--- src/rtl/alu_operand_sequencer_if.sv ---
// Board-side bundle for the ALU operand sequencer: switches, button, ALU
// result/flags in, registered operands and captured result out.
interface alu_operand_sequencer_if #(
  parameter int COUNT_W = 8
);
  logic [3:0]         sw;
  logic               btn;
  logic [3:0]         alu_result;
  logic               alu_z, alu_c, alu_v, alu_s;
  logic [3:0]         op_a, op_b;
  logic [1:0]         op_sel;
  logic [3:0]         res_q, flags_q;
  logic [2:0]         state_q;
  logic               res_valid;
  logic [COUNT_W-1:0] op_count;

  modport master (
    output sw, btn, alu_result, alu_z, alu_c, alu_v, alu_s,
    input  op_a, op_b, op_sel, res_q, flags_q, state_q, res_valid, op_count
  );
  modport slave (
    input  sw, btn, alu_result, alu_z, alu_c, alu_v, alu_s,
    output op_a, op_b, op_sel, res_q, flags_q, state_q, res_valid, op_count
  );
endinterface

--- src/rtl/alu_operand_sequencer.sv ---
// Button-driven operand/opcode capture for a 4-bit combinational ALU, with a
// registered result and flag snapshot taken one settle cycle after launch.
module alu_operand_sequencer #(
  parameter int DEBOUNCE_CYCLES = 500000,
  parameter int COUNT_W         = 8
) (
  input  logic clk,
  input  logic rst,
  alu_operand_sequencer_if.slave bus
);
  localparam int CW = (DEBOUNCE_CYCLES > 1) ? $clog2(DEBOUNCE_CYCLES) : 1;

  localparam logic [2:0] LOAD_A  = 3'd0;
  localparam logic [2:0] LOAD_B  = 3'd1;
  localparam logic [2:0] LOAD_OP = 3'd2;
  localparam logic [2:0] EXEC    = 3'd3;
  localparam logic [2:0] CAPTURE = 3'd4;
  localparam logic [2:0] SHOW    = 3'd5;

  logic               btn_m, btn_s, btn_db, btn_db_d, press;
  logic [CW-1:0]      db_cnt;
  logic [2:0]         state;
  logic [3:0]         a_r, b_r, res_r, flg_r;
  logic [1:0]         sel_r;
  logic               vld_r;
  logic [COUNT_W-1:0] cnt_r;

  // Two-flop synchronizer, run-length debounce, and rising-edge press pulse
  always_ff @(posedge clk or posedge rst) begin
    if (rst) begin
      btn_m    <= 1'b0;
      btn_s    <= 1'b0;
      btn_db   <= 1'b0;
      btn_db_d <= 1'b0;
      press    <= 1'b0;
      db_cnt   <= '0;
    end else begin
      btn_m    <= bus.btn;
      btn_s    <= btn_m;
      btn_db_d <= btn_db;
      press    <= btn_db & ~btn_db_d;
      if (btn_s == btn_db) begin
        db_cnt <= '0;
      end else if (db_cnt == CW'(DEBOUNCE_CYCLES - 1)) begin
        btn_db <= btn_s;
        db_cnt <= '0;
      end else begin
        db_cnt <= db_cnt + CW'(1);
      end
    end
  end

  // EXEC/CAPTURE never look at press, so a pulse there is simply lost
  always_ff @(posedge clk or posedge rst) begin
    if (rst) begin
      state <= LOAD_A;
      a_r   <= '0;
      b_r   <= '0;
      sel_r <= '0;
      res_r <= '0;
      flg_r <= '0;
      vld_r <= 1'b0;
      cnt_r <= '0;
    end else begin
      case (state)
        LOAD_A: if (press) begin
          a_r   <= bus.sw;
          vld_r <= 1'b0;
          state <= LOAD_B;
        end
        LOAD_B: if (press) begin
          b_r   <= bus.sw;
          state <= LOAD_OP;
        end
        LOAD_OP: if (press) begin
          sel_r <= bus.sw[1:0];
          state <= EXEC;
        end
        EXEC: state <= CAPTURE;
        CAPTURE: begin
          res_r <= bus.alu_result;
          flg_r <= {bus.alu_z, bus.alu_c, bus.alu_v, bus.alu_s};
          vld_r <= 1'b1;
          cnt_r <= cnt_r + COUNT_W'(1);
          state <= SHOW;
        end
        SHOW: if (press) state <= LOAD_A;
        default: state <= LOAD_A;
      endcase
    end
  end

  assign bus.op_a      = a_r;
  assign bus.op_b      = b_r;
  assign bus.op_sel    = sel_r;
  assign bus.res_q     = res_r;
  assign bus.flags_q   = flg_r;
  assign bus.state_q   = state;
  assign bus.res_valid = vld_r;
  assign bus.op_count  = cnt_r;
endmodule

--- src/flat_wrapper.sv ---
// flat-port wrapper written by rule: the top's interface ports become plain ports
module alu_operand_sequencer_flat 
#(
  parameter int DEBOUNCE_CYCLES = 500000,
  parameter int COUNT_W         = 8
)
  (clk, rst, bus_sw, bus_btn, bus_alu_result, bus_alu_z, bus_alu_c, bus_alu_v, bus_alu_s, bus_op_a, bus_op_b, bus_op_sel, bus_res_q, bus_flags_q, bus_state_q, bus_res_valid, bus_op_count);
  alu_operand_sequencer_if #(.COUNT_W(COUNT_W)) bus_i ();
  input  logic clk;
  input  logic rst;
  input wire logic [$bits(bus_i.sw)-1:0] bus_sw;
  input wire logic [$bits(bus_i.btn)-1:0] bus_btn;
  input wire logic [$bits(bus_i.alu_result)-1:0] bus_alu_result;
  input wire logic [$bits(bus_i.alu_z)-1:0] bus_alu_z;
  input wire logic [$bits(bus_i.alu_c)-1:0] bus_alu_c;
  input wire logic [$bits(bus_i.alu_v)-1:0] bus_alu_v;
  input wire logic [$bits(bus_i.alu_s)-1:0] bus_alu_s;
  output wire logic [$bits(bus_i.op_a)-1:0] bus_op_a;
  output wire logic [$bits(bus_i.op_b)-1:0] bus_op_b;
  output wire logic [$bits(bus_i.op_sel)-1:0] bus_op_sel;
  output wire logic [$bits(bus_i.res_q)-1:0] bus_res_q;
  output wire logic [$bits(bus_i.flags_q)-1:0] bus_flags_q;
  output wire logic [$bits(bus_i.state_q)-1:0] bus_state_q;
  output wire logic [$bits(bus_i.res_valid)-1:0] bus_res_valid;
  output wire logic [$bits(bus_i.op_count)-1:0] bus_op_count;
  assign bus_i.sw = bus_sw;
  assign bus_i.btn = bus_btn;
  assign bus_i.alu_result = bus_alu_result;
  assign bus_i.alu_z = bus_alu_z;
  assign bus_i.alu_c = bus_alu_c;
  assign bus_i.alu_v = bus_alu_v;
  assign bus_i.alu_s = bus_alu_s;
  assign bus_op_a = bus_i.op_a;
  assign bus_op_b = bus_i.op_b;
  assign bus_op_sel = bus_i.op_sel;
  assign bus_res_q = bus_i.res_q;
  assign bus_flags_q = bus_i.flags_q;
  assign bus_state_q = bus_i.state_q;
  assign bus_res_valid = bus_i.res_valid;
  assign bus_op_count = bus_i.op_count;
  alu_operand_sequencer #(.DEBOUNCE_CYCLES(DEBOUNCE_CYCLES), .COUNT_W(COUNT_W)) u_core (.clk(clk), .rst(rst), .bus(bus_i));
endmodule
--- config.mk ---
export PLATFORM = sky130hd
export DESIGN_NAME = alu_operand_sequencer_flat
export DESIGN_NICKNAME = d
export VERILOG_FILES = /design/src/rtl/alu_operand_sequencer_if.sv /design/src/rtl/alu_operand_sequencer.sv /design/src/flat_wrapper.sv
export SDC_FILE = /design/constraint.sdc
export NUM_CORES = 1
export LEC_CHECK = 0
export ABC_AREA = 1
export CAP_MARGIN = 30
export CELL_PAD_IN_SITES_DETAIL_PLACEMENT = 0
export CELL_PAD_IN_SITES_GLOBAL_PLACEMENT = 1
export CORE_MARGIN = 2
export CORE_UTILIZATION = 42
export CTS_CLUSTER_SIZE = 30
export DETAILED_ROUTE_END_ITERATION = 12
export MAX_ROUTING_LAYER = met4
export PLACE_DENSITY_LB_ADDON = 0.1
export SYNTH_ARGS = -nofsm -noshare
export SYNTH_HDL_FRONTEND = slang
export SYNTH_SLANG_ARGS = --single-unit
--- constraint.sdc ---
create_clock -name clk -period 2.65 [get_ports clk]
set_input_delay 0.265 -clock clk [delete_from_list [all_inputs] [get_ports clk]]
set_output_delay 0.265 -clock clk [all_outputs]
set_load 0.01 [all_outputs]
After elaboration in Yosys (flattened, before gate mapping)
Cells that the tools add are included.
{"block": "totals", "word_cells": 47, "latchBits": 0, "inputBits": 15, "mem_count": 0, "mem_bits_rw": 0, "romBits": 0, "ff_bits": 54}
{"block": "op_classes", "shifts": 0, "n_lt_le_gt_ge": 0, "n_reduce_logical": 8, "mux": 9, "div": 0, "eq_ne": 11, "n_mul": 0, "add_sub_neg": 2, "n_bitwise": 3}
{"op": "19-bit 2-to-1 mux", "n": 2}
{"op": "19-bit by 1-bit adder with 19-bit output, second input constant", "n": 1}
{"op": "19-bit == test, second input constant", "n": 1}
{"op": "3-bit case mux with 6 select lines", "n": 1}
{"op": "3-bit 2-to-1 mux", "n": 4}
{"op": "2-bit AND reduction", "n": 5}
{"op": "8-bit by 1-bit adder with 8-bit output, second input constant", "n": 1}
{"op": "2-bit by 1-bit != test with 1-bit output, second input constant", "n": 4}
{"op": "3-bit by 2-bit == test with 1-bit output, second input constant", "n": 2}
{"op": "3-bit == test, second input constant", "n": 2}
{"op": "4-bit AND reduction", "n": 1}
{"op": "3-bit by 1-bit == test with 1-bit output, second input constant", "n": 1}
{"op": "3-bit zero test", "n": 1}
{"op": "1-bit NOT", "n": 2}
{"op": "1-bit case mux with 2 select lines", "n": 1}
{"op": "2-bit nonzero test", "n": 1}
{"op": "1-bit AND", "n": 1}
{"op": "1-bit == test", "n": 1}
{"op": "1-bit 2-to-1 mux", "n": 1}

Depth between registers and ports, before layout
Gate-level depths: netlist of run 1.
{"block": "logic_depth", "depth_word": 3, "ltp_mapped": 8, "mapped_depth_nobuf": 8}

Least setup slack after synthesis of run 1
Ideal clock, no wire load.
{"block": "synth_timing", "kind": "reg2reg", "start": "reg u_core.db_cnt[0]", "end": "reg u_core.db_cnt[5]", "stages_incl_launch_ff": 9, "setup_time_ns": 0.119, "t_arrival_ns": 1.177, "n_path_buf": 0, "path_slack_ns": 1.354, "period_less_slack_ns": 1.296, "path_cell_list": "dfrtp_1 ha_1 nand2_1 nor2_2 nand2_1 nor2_2 nand2_2 nand2_2 nor2_1"}
{"block": "synth_between", "elab_chain_cells": 3}
{"element": "from (decl)", "line_no": "alu_operand_sequencer.sv:21", "source": "logic [CW-1:0] db_cnt;"}
{"element": "from (signal assigned)", "line_no": "alu_operand_sequencer.sv:48", "source": "db_cnt <= db_cnt + CW'(1);"}
{"element": "19-bit by 1-bit adder with 19-bit output or 19-bit == test (tied branches)", "line_no": "alu_operand_sequencer.sv:48, alu_operand_sequencer.sv:44"}
{"element": "19-bit 2-to-1 mux (*)", "line_no": "alu_operand_sequencer.sv:44", "source": "end else if (db_cnt == CW'(DEBOUNCE_CYCLES - 1)) begin"}
{"element": "19-bit 2-to-1 mux (*)", "line_no": "alu_operand_sequencer.sv:42", "source": "if (btn_s == btn_db) begin"}
Mark *: on every way between the ends. The rest lies on a longest branch, timed or not.
A chain may end at the register's enable or synchronous reset.

Final worst setup path of run 1
{"block": "layout_timing", "start": "reg u_core.state[0] (netlist: u_core.bus.state_q[0])", "end": "out bus_state_q[0]"}
{"element": "from (decl)", "line_no": "alu_operand_sequencer.sv:22", "source": "logic [2:0] state;"}
{"element": "from (signal assigned)", "line_no": "alu_operand_sequencer.sv:56", "source": "state <= LOAD_A;"}
{"element": "from (signal assigned)", "line_no": "alu_operand_sequencer.sv:69", "source": "state <= LOAD_B;"}
{"element": "from (signal assigned)", "line_no": "alu_operand_sequencer.sv:73", "source": "state <= LOAD_OP;"}
{"element": "to (decl)", "line_no": "flat_wrapper.sv:23", "source": "output wire logic [$bits(bus_i.state_q)-1:0] bus_state_q;"}
No word-level cell between the ends.

==> results of run 1 <==
worst paths after layout:
check                                             startpoint                                  to  slack [ps]
max in group asynchronous                                rst          u_core.db_cnt[3]$_DFF_PP0_        1770
min reg2reg                           u_core.btn_m$_DFF_PP0_              u_core.btn_s$_DFF_PP0_         360
max                        u_core.bus.state_q[0]$_DFFE_PP0P_                      bus_state_q[0]        1060
min                                                      rst              u_core.press$_DFF_PP0_         280
max reg2reg                u_core.bus.state_q[0]$_DFFE_PP0P_  u_core.bus.op_count[5]$_DFFE_PP0P_        1130
min in group clk                      u_core.btn_m$_DFF_PP0_              u_core.btn_s$_DFF_PP0_         360
cell usage after synthesis (all sizes together):
cell type and count:
nor2 59, nand4 3, a21oi 6, dfrtp 54, o21ai 14, nand3 21
xnor2 8, o21a 1, inv 34, nand2 86, nor3b 1, xor2 9
ha 2, buf 2
sequential cells by signal, indices dropped and copies added, names as in the netlist:
name / cells
u_core.bus.op_b: 4
u_core.bus.flags_q: 4
u_core.bus.res_valid: 1
u_core.btn_s: 1
u_core.btn_db: 1
u_core.btn_m: 1
u_core.bus.op_count: 8
u_core.bus.state_q: 3
u_core.press: 1
u_core.db_cnt: 19
u_core.bus.op_a: 4
u_core.bus.op_sel: 2
u_core.btn_db_d: 1
u_core.bus.res_q: 4
per-layer routing:
metal / wire length [µm] / global-route usage, % / vias up
li1: - / - / 1026
met2: 2360 / 25.7 / 29
met5: 0 / - / -
met3: 172 / 4.44 / 2
met1: 2540 / 23.9 / 908
met4: 27 / 4.07 / 0
kinds of logic (layout without fill, tap and decap cells):
kind of cell    after synthesis  after routing  share of synthesized area (%)
flops                        54             54                           53.9
compound gates               21             21                           4.29
buf+inv                      36             89                           5.49
simple gates                170            170                           29.1
fa+ha+maj                     2              2                          0.997
xor+xnor                     17             17                           6.23
through the flow:
stage	util, %	std cells	power [mW]
3_5_place_dp	52.2	420	0.906
2_1_floorplan	-	300	0.873
4_1_cts	53.9	428	1.40
3_3_place_gp	52.2	420	0.906
6_report	53.9	428	1.38
5_1_grt	53.9	428	1.44
power breakdown:
part | leakage (nW) | total (mW) | switching, mW | internal, mW
sequential | 0.653 | 0.833 | 0.00463 | 0.828
clock | 0.0478 | 0.489 | 0.273 | 0.216
combinational | 0.762 | 0.0552 | 0.0302 | 0.0251
layout make-up:
class / count / area share [%]
sequential: 54 / 42.8
multi-input combinational: 210 / 32.3
timing repair buffer: 47 / 14.7
inverter: 34 / 4.05
tap: 75 / 2.98
clock buffer: 6 / 2.62
clock inverter: 2 / 0.516
==> results.yml, run 1 <==
placed_design:
  port_buffers: 44
  dpl.hpwl_mm: 3.82
  dpl_cell_area_um2: 3060
  place_ws_ps: 1120
  finalWeightedCongestion: 0.819
cts:
  cts_resized: 0
  cts_max_path_buffers: 2
  htree_levels: 2
  postCtsSetupBuffers: 0
  cts_tree: "done"
  hold_buffers: 0
  cts.reportedPaths.clkPinSlew_ps: 100
  cts_num_sinks: 54
  cts_made_buffers: 5
  ctsRootBufferMaster: "clkbuf_8"
  insertion_delay_ps: 310
synth:
  syn-num-nets: 317
  ys_seq_area_share_pct: 53.9
  synth.area.top_cells: "dfrtp_1, nand2_1, nor2_1, inv_1, nand3_1"
  netlist_area_um2: 2510
  synth.top_cell.area_share_pct: 53.9
  syn_avg_cell_area_um2: 8.36
  synthDistinctLibCells: 20
  yosysTopAreaCell: "dfrtp_1"
  syn_inst: 300
  ys_ff_latch: 54
  ys_warn_count: 0
global_routing:
  grt_max_degree: 24
  grt_pass1_wl_mm: 8.44
  grt.total_usage_pct: 17.3
  antenna_found_initial: 0
  grt_pass1_vias: 1782
  grt_overflow: 0
outcome:
  status: "finished, final reports clean"
sta:
  timing.fmax_mhz: 627
  tightest_slew_ps: 466
  skew_ps: 11.2
  fin_tns_setup_ps: 0
  timing.hold.ws_ps: 279
  maxSlewViolCount: 0
  setup_ws_ps: 1060
  setup_viol_count_final: 0
  period_minus_slack_ps: 1590
  final_hold_viol_count: 0
  rsz0062_at_grt: "false"
  min_period_over_period_pct: 60.2
  slew_headroom_pct: 68.9
floorplanning:
  num_rows: 28
  die_y_um: 81.3
  fp.coreArea_um2: 5850
  pin_count: 45
  dieArea_um2: 6610
  die_w_um: 81.3
  initial_core_util_pct: 42.9
critical_path:
  cp_slowest_cell: "clkdlybuf4s50_1"
  worstPathArrival_ps: 1330
  reg2reg_depth: 6
  critPathTopFamily: "buffers and inverters"
  cpPeakStageDelay_ps: 570
  worstPathCellList: "clkdlybuf4s50_1"
  cp-end-kind: "output port"
  setup.worst_path.start_class: "flop"
  worstSetupPathType: "flop to output port"
  worstPathMaxFanout: 7
  critical_path_depth: 1
  cp.required_ps: 2380
  crit_buf_inv: 1
drt:
  num_vias: 1965
  first_pass_iters: 4
  drt-wirelength-per-cell_um: 11.9
  detail-route-antenna-nets: 0
  remaining_drc_errors: 0
  drt_iter0_markers: 65
  wirelength_mm: 5.10
  viasPerCell: 4.59
power:
  power.density_nw_per_um2: 437
  cellLeakagePower_nw: 1.46
  peakVddDrop_v: 0.000268
final_layout:
  multi_input_area_um2: 1020
  drive_gt1_share_pct: 9.35
  antenna_cells: 0
  fin_nets: 369
  mostFrequentLayoutCells: "nand2_1, dfrtp_1, nor2_1, clkdlybuf4s50_1, inv_1"
  nFillCells: 570
  final_common_cell: "nand2_1"
  stdcell_area_um2: 3150
  area_growth_pct: 25.7
  regArea_um2: 1350
min_path:
  hold_path_class: "input port to async pin"
job:
  cap_violations: 0
No activity file was read; power rests on OpenSTA's default activity.
==> run 2: changes to the inputs <==
--- a/config.mk
+++ b/config.mk
@@ -10,7 +10,7 @@
 export CELL_PAD_IN_SITES_DETAIL_PLACEMENT = 0
 export CELL_PAD_IN_SITES_GLOBAL_PLACEMENT = 1
 export CORE_MARGIN = 2
-export CORE_UTILIZATION = 42
+export CORE_UTILIZATION = 35
 export CTS_CLUSTER_SIZE = 30
 export DETAILED_ROUTE_END_ITERATION = 12
 export MAX_ROUTING_LAYER = met4
==> constraint.sdc (replaced) <==
create_clock -name clk -period 1.3 [get_ports clk]
set_input_delay 0.13 -clock clk [delete_from_list [all_inputs] [get_ports clk]]
set_output_delay 0.13 -clock clk [all_outputs]
set_load 0.01 [all_outputs]
==> run 2 against run 1 <==
Effect of this change: the run now ends with negative setup slack left; largest power group unchanged; die area rose by 19%; count of clock-buffer cells in the layout decreased by 1; largest cell class unchanged; total power grew 100%; non-clock buffer count increased by 19; final cell count rose by 9.3%; sequential power increased by 100%; highest routed layer unchanged; design area grew 10%; critical path depth grew 8.
==> results.yml, run 2 (synthesized netlist as in run 1, its figures left out) <==
power:
  pwr-share-seq_pct: 61.1
  peakVddDrop_v: 0.000404
  swShare_pct: 22.9
  cellLeakagePower_nw: 1.62
  p_clk_share_pct: 33.6
  power.density_nw_per_um2: 798
  power_frac_comb_pct: 5.3
  net-switching-power_uw: 637
  power_mw: 2.78
  p_int_mw: 2.14
placed_design:
  finalWeightedCongestion: 0.820
  dpl_cell_area_um2: 3180
  port_buffers: 44
  dpl.hpwl_mm: 3.99
global_routing:
  grtUsageMet3_pct: 3.17
  grt_overflow: 0
  antenna_found_initial: 0
  grt_max_degree: 55
  grt_pass1_wl_mm: 9.23
  grt_util_met2_pct: 24.3
  grt_pass1_vias: 1982
  met1_usage_pct: 20.4
  grt.total_usage_pct: 15.7
  grt.busiest_layer: "met2"
floorplanning:
  die_y_um: 88.7
  pin_count: 45
  dieArea_um2: 7860
  initial_core_util_pct: 36.5
  fp.coreArea_um2: 6870
  die_w_um: 88.7
  num_rows: 30
outcome:
  status: "finished, violations left"
  violations: "negative setup slack"
drt:
  first_pass_iters: 4
  wirelength_mm: 5.60
  drt-wirelength-per-cell_um: 12.0
  num_vias: 2055
  detail-route-antenna-nets: 0
  viasPerCell: 4.39
  drt_iter0_markers: 63
  remaining_drc_errors: 0
critical_path:
  rr_endpoint: "u_core.db_cnt[16]$_DFF_PP0_"
  cp-end-kind: "flop"
  worstPathMaxFanout: 3
  reg2reg_depth: 9
  reg2reg_slack_ps: -40
  worstPathArrival_ps: 1550
  cp.required_ps: 1510
  setup.worst_path.start_class: "flop"
  r2r-start: "u_core.db_cnt[1]$_DFF_PP0_"
  worstSetupPathType: "flop to flop"
sta:
  slew_headroom_pct: 81.1
  skew_ps: 11.6
  setup_ws_ps: -37.5
  maxSlewViolCount: 0
  rsz0062_at_grt: "true"
  min_period_over_period_pct: 103
  setup_viol_count_final: 9
  final_hold_viol_count: 0
  period_minus_slack_ps: 1340
  timing.fmax_mhz: 748
  timing.hold.ws_ps: 235
  tightest_slew_ps: 283
final_layout:
  multi_input_area_um2: 1190
  fin_nets: 388
  area_growth_pct: 38.9
  final_common_cell: "nand2_1"
  regArea_um2: 1360
  stdcell_area_um2: 3480
  largest-register: "u_core.db_cnt"
  largest_reg_flops: 19
  mostFrequentLayoutCells: "nand2_1, dfrtp_1, nor2_1, inv_1, dlygate4sd2_1"
  antenna_cells: 0
  nFillCells: 697
  drive_gt1_share_pct: 23.7
job:
  cap_violations: 0
cts:
  ctsRootBufferMaster: "clkbuf_8"
  cts_made_buffers: 5
  hold_buffers: 0
  cts_tree: "done"
  cts_num_sinks: 54
  htree_levels: 2
  cts.reportedPaths.clkPinSlew_ps: 100
  cts_max_path_buffers: 2
  insertion_delay_ps: 310
min_path:
  hold_path_class: "input port to async pin"
-- run 2: repair_timing --
item	in CTS	in global routing
gates resized for setup	38	44
setup endpoints to repair	40	29
pin swaps	5	17
gates cloned	0	0
endpoints found under the hold margin	0	0
setup buffers	10	1
-- run 2: layout make-up --
cell class	instances	share of cell area, %
flip-flops and latches	54	39.1
multi-input cells	210	34.1
repair buffers	66	17.1
inverters	34	3.77
well taps	96	3.45
clock buffers	5	1.97
clock inverters	3	0.539
-- run 2: routing by layer --
layer / vias up / part of all wire, %
met5: - / 0
met4: 0 / 2.0
met3: 13 / 3.4
met2: 35 / 47
met1: 948 / 47
li1: 1059 / -
-- run 2: worst max-delay path by stage --
stage	to	start	cells after the start	slack [ps]
final	u_core.db_cnt[16]$_DFF_PP0_	u_core.db_cnt[1]$_DFF_PP0_	9	-40
after global routing	u_core.db_cnt[16]$_DFF_PP0_	u_core.db_cnt[0]$_DFF_PP0_	9	-130
after CTS	u_core.db_cnt[16]$_DFF_PP0_	u_core.db_cnt[1]$_DFF_PP0_	9	-40
after detailed placement	u_core.db_cnt[5]$_DFF_PP0_	u_core.db_cnt[0]$_DFF_PP0_	8	-80
after global placement	u_core.db_cnt[5]$_DFF_PP0_	u_core.db_cnt[0]$_DFF_PP0_	8	-50
after floorplan	u_core.db_cnt[5]$_DFF_PP0_	u_core.db_cnt[0]$_DFF_PP0_	8	4
-- run 2: per-stage QoR --
stage	setup TNS, ps	util, %	worst slack, ps	cells
floorplan	0	-	4.21	300
global placement	-298	46.3	-54.5	450
detailed placement	-534	46.3	-81.4	450
CTS	-240	48.5	-39.8	468
global route	-1260	50.7	-133	468
finish	-139	50.7	-37.5	468
-- run 2: power by group through the flow --
stage / clock network, mW / logic (mW) / registers, mW
global route: 1.06 / 0.166 / 1.70
floorplan: 0 / 0.0516 / 1.73
global placement: 0 / 0.139 / 1.73
CTS: 0.988 / 0.142 / 1.70
detailed placement: 0 / 0.140 / 1.73
finish: 0.935 / 0.147 / 1.70
-- run 2: critical path, stage by stage (launching register included) --
cell and delay (ps):
dfrtp_1 370, ha_2 210, nand2_2 80, nor2_4 110, buf_6 120, nand2_4 70
nor2_4 120, nand2_1 60, nor2_1 80, nor2_1 50
==> run 3: changes to the inputs <==
--- a/config.mk
+++ b/config.mk
@@ -6,7 +6,7 @@
 export NUM_CORES = 1
 export LEC_CHECK = 0
 export ABC_AREA = 1
-export CAP_MARGIN = 30
+export CAP_MARGIN = 40
 export CELL_PAD_IN_SITES_DETAIL_PLACEMENT = 0
 export CELL_PAD_IN_SITES_GLOBAL_PLACEMENT = 1
 export CORE_MARGIN = 2
==> results of run 3 <==
Same layout as run 2: the final DEF is identical, and so are final timing and power.
